**config.mk**
```make
export PLATFORM = sky130hd
export DESIGN_NAME = uart_rx_framer
export DESIGN_NICKNAME = d
export VERILOG_FILES = /design/src/rtl/uart_rx_framer.sv
export SDC_FILE = /design/constraint.sdc
export NUM_CORES = 1
export LEC_CHECK = 0
export CAP_MARGIN = 20
export CORE_AREA = 2 2 45 68
export DETAILED_ROUTE_END_ITERATION = 6
export DIE_AREA = 0 0 47 70
export PLACE_DENSITY = 0.77
export SLEW_MARGIN = 20
export SYNTH_ARGS = -nofsm -noshare
export SYNTH_HDL_FRONTEND = slang
export SYNTH_SLANG_ARGS = --single-unit
```
**constraint.sdc**
```tcl
create_clock -name clk -period 2 [get_ports clk]
set_input_delay 0.4 -clock clk [delete_from_list [all_inputs] [get_ports clk]]
set_output_delay 0.4 -clock clk [all_outputs]
set_load 0.05 [all_outputs]
```
**src/rtl/uart_rx_framer.sv**
```systemverilog
// UART receive frame controller: qualifies the start bit on a synchronized
// RX line, gates the external bit sampler via sampler_rst, assembles the
// data bits LSB first from the sampler's decisions and checks the stop bit.
module uart_rx_framer #(
  parameter int DATA_BITS     = 8,
  parameter int START_SAMPLES = 8
) (
  input  logic                 clk,
  input  logic                 rst,
  input  logic                 raw_data,
  input  logic                 estimated_data,
  input  logic                 sample_clk,
  output logic                 sampler_rst,
  output logic [DATA_BITS-1:0] data,
  output logic                 data_valid,
  output logic                 framing_error,
  output logic                 busy
);

  localparam int BCW = $clog2(DATA_BITS + 1);
  localparam int SCW = 4;
  localparam logic [BCW-1:0] BIT_LAST   = BCW'(DATA_BITS - 1);
  localparam logic [SCW-1:0] START_LAST = SCW'(START_SAMPLES - 1);
  localparam logic [SCW-1:0] START_MAX  = SCW'(START_SAMPLES);

  typedef enum logic [2:0] {
    IDLE,
    START,
    DATA,
    STOP,
    WAIT_IDLE
  } state_t;

  state_t               state_q, state_d;
  logic [1:0]           sync_q;
  logic                 rx_s;
  logic [SCW-1:0]       start_cnt_q, start_cnt_d;
  logic [BCW-1:0]       bit_cnt_q, bit_cnt_d;
  logic [DATA_BITS-1:0] shift_q, shift_d;
  logic [DATA_BITS-1:0] data_d;
  logic                 dv_d, fe_d, srst_d, busy_d;

  assign rx_s = sync_q[1];

  // Next-state, counter, datapath and registered-output decode.
  always_comb begin
    state_d     = state_q;
    start_cnt_d = start_cnt_q;
    bit_cnt_d   = bit_cnt_q;
    shift_d     = shift_q;
    data_d      = data;
    dv_d        = 1'b0;
    fe_d        = 1'b0;
    case (state_q)
      IDLE: begin
        if (!rx_s) begin
          state_d     = START;
          start_cnt_d = SCW'(1);
        end
      end
      START: begin
        if (rx_s) begin
          // Line went high before qualification: treat as a glitch.
          state_d     = IDLE;
          start_cnt_d = '0;
        end else if (start_cnt_q >= START_LAST) begin
          state_d     = DATA;
          start_cnt_d = START_MAX;
          bit_cnt_d   = '0;
        end else begin
          start_cnt_d = start_cnt_q + 1'b1;
        end
      end
      DATA: begin
        if (sample_clk) begin
          shift_d   = {estimated_data, shift_q[DATA_BITS-1:1]};
          bit_cnt_d = bit_cnt_q + 1'b1;
          if (bit_cnt_q == BIT_LAST) state_d = STOP;
        end
      end
      STOP: begin
        if (sample_clk) begin
          start_cnt_d = '0;
          if (estimated_data) begin
            data_d  = shift_q;
            dv_d    = 1'b1;
            state_d = IDLE;
          end else begin
            // Stop bit low: possibly a break; wait for the line to recover.
            fe_d    = 1'b1;
            state_d = WAIT_IDLE;
          end
        end
      end
      WAIT_IDLE: begin
        if (rx_s) state_d = IDLE;
      end
      default: state_d = IDLE;
    endcase
    srst_d = !(state_d == DATA || state_d == STOP);
    busy_d = (state_d != IDLE);
  end

  // State, synchronizer, counters and registered outputs.
  always_ff @(posedge clk) begin
    if (rst) begin
      state_q       <= IDLE;
      sync_q        <= 2'b11;
      start_cnt_q   <= '0;
      bit_cnt_q     <= '0;
      shift_q       <= '0;
      data          <= '0;
      data_valid    <= 1'b0;
      framing_error <= 1'b0;
      sampler_rst   <= 1'b1;
      busy          <= 1'b0;
    end else begin
      state_q       <= state_d;
      sync_q        <= {sync_q[0], raw_data};
      start_cnt_q   <= start_cnt_d;
      bit_cnt_q     <= bit_cnt_d;
      shift_q       <= shift_d;
      data          <= data_d;
      data_valid    <= dv_d;
      framing_error <= fe_d;
      sampler_rst   <= srst_d;
      busy          <= busy_d;
    end
  end

endmodule

```
==> run summary <==
Status -> completed
Setup ws final -> 0.175 ns
Clock Skew -> 0.00345 ns
Simple-gate area share of the yosys netlist -> 23.2%
Initial drt markers -> 34
Buffer count from post-CTS setup fixing -> 0
Crit end category -> output port
GRT Residual Overflow -> 0
Core area -> 2760 um2
First drt pass iteration count -> 6
Clk buf depth -> 2
Inserted Diodes -> 0
Util after Layout -> 57.4%
Synth unique cells -> 30
GPL Wtd Cong -> 0.805
CTS buffer count -> 5
Initial Utilization -> 47.3%
Register area share after synthesis -> 50.5%
Max H-tree Level -> 2
Max rail drop VDD -> 0.546 mV
Slew headroom -> 66.9%
Adder-Cell Fraction of Synth Area -> 1.91%
Period minus WS final -> 1.83 ns
Total die area -> 3290 um2
Clk slew on worst S/H paths -> 0.06 ns
Synth async-reset ratio -> 0%
Area Overhead vs Synth -> 21.2%
Syn_nets -> 152
Syn. warnings -> 0
# rows -> 24
Buf/Inv on CP -> 1
Most frequent cells in the layout -> dfxtp_1, nand2_1, nor2_1
Post-route DRC -> 0
Worst min path class -> reg -> reg
Fin nets -> 171
Pwr dens -> 743 nW/um2
Hold Buf Count CTS -> 0
Synth Register Bits -> 33
CP max FO -> 2
FILL cells -> 275
Critical path startpoint category -> flip-flop
Syn Std Cell Area -> 1310 um2
Final setup TNS -> 0 ns
Critical path class -> reg -> out
Final Hold Fails -> 0
Period utilization -> 91.3%
Number of global-route vias before repair -> 1005
CTS root buf -> clkbuf_8
Die X -> 47 um
Compound-cell area share of the yosys netlist -> 12.3%
Worst-margin pin slew -> 0.496 ns
Initial antenna violation count -> 0
Dpl ws -> 0.150 ns
Crit-path cells -> clkdlybuf4s50_1
Final antenna-violating net count -> 0
Hpwl dp -> 1810 um
Largest net degree at the start of global routing -> 19
CTS sink cnt -> 33
IO Pins -> 17
Post-synth EDFFs -> 0
Post-Layout Cell Count -> 204
Synth Instances -> 145
WP data required -> 1.60 ns
Per-cell routed wire length -> 12.2 um
Max incr delay on CP -> 0.80 ns
Inst Count DP -> 196
Final setup viols -> 0
CP Data Arrival Time -> 1.43 ns
Fmax -> 548 MHz
Post-Synth XOR/XNOR Area -> 2.01%
IO buf count -> 16
Share of layout cells above drive strength 1 -> 9.70%
Largest family of logic cells by synthesized area -> simple AND/OR/NAND/NOR gates
First-pass GRT wire length -> 4400 um
Routed WL -> 2500 um
Height of the die -> 70 um
Most common cell after layout, fill and taps aside -> dfxtp_1
Post-CTS Resized -> 0
Slowest CP cell -> clkdlybuf4s50_1
CTS tree -> yes
Post-Syn Area per Cell -> 9.02 um2
Main synth FF type -> dfxtp_1
Static Leak -> 0.634 nW
Vias per cell -> 5.10
Vias after detailed routing -> 1040
CP top delay family -> buffers and inverters
RSZ-0062 raised after global routing -> no
GRT Total Usage -> 18.5%
Slew Viols, Final -> 0
Post-synthesis mux area share -> 6.12%
Max-cap violations -> 0
Clock latency on the worst-skew pair -> 0.28 ns
## metal layers
layer,up-vias,share of wire (%),track usage [%]
li1,527,-,-
met1,487,41,19.7
met2,19,53,30.1
met3,7,3.3,7.24
met4,0,2.9,9.26
met5,-,0,0
## registers in the layout, indices dropped and copies added, names as in the netlist
register       cells
bit_cnt_q          4
busy               1
data               8
data_valid         1
framing_error      1
sampler_rst        1
shift_q            8
start_cnt_q        4
state_q            3
sync_q             2
## synthesized netlist by cell type (3+ instances only)
cell type,number,area (um2)
dfxtp_1,33,661
nand3_1,3,15.0
inv_1,4,15.0
o21ai_0,6,30.0
nor2b_1,5,31.3
nand2_1,22,82.6
nor2_1,17,63.8
clkbuf_1,4,15.0
a21oi_1,15,75.1
or2_2,3,18.8
mux2i_1,8,80.1
## stage by stage
step,cell area (um2),power (W),hold slack (ns)
floorplan,1310,0.000703,0.389
global placement,1500,0.000717,0.397
detailed placement,1500,0.000719,0.398
CTS,1590,0.00120,0.413
global route,1590,0.00124,0.437
finish,1590,0.00118,0.412
## kinds of logic after synthesis
group	Yosys count
simple gates	61
fa+ha+maj	2
mux	8
flops	33
compound gates	27
xor+xnor	3
buf+inv	11
## power by group
group	total, W	switching (W)	internal, W
Clock	0.000474	0.000233	0.000241
Sequential	0.000666	0.00000420	0.000662
Combinational	0.0000385	0.0000214	0.0000172
Total	0.00118	0.000259	0.000920
## worst paths after layout
path | from | to | slack [ns] | cells after the start
min | sync_q[0] | sync_q[1] | 0.41 | 1
max | data[6] | data[6] | 0.17 | 1
max reg2reg | state_q[0] | busy | 0.42 | 4
min reg2reg | sync_q[0] | sync_q[1] | 0.41 | 1
## cell type report
class	count	area, um2	share of cell area, %
multi-input cells	101	596	37.6
repair buffers	19	183	11.5
clock buffers	6	72.6	4.58
clock inverters	2	10.0	0.631
flip-flops and latches	33	661	41.7
well taps	39	48.8	3.08
inverters	4	15.0	0.947
Note: power is estimated with default switching activity, not from simulation.
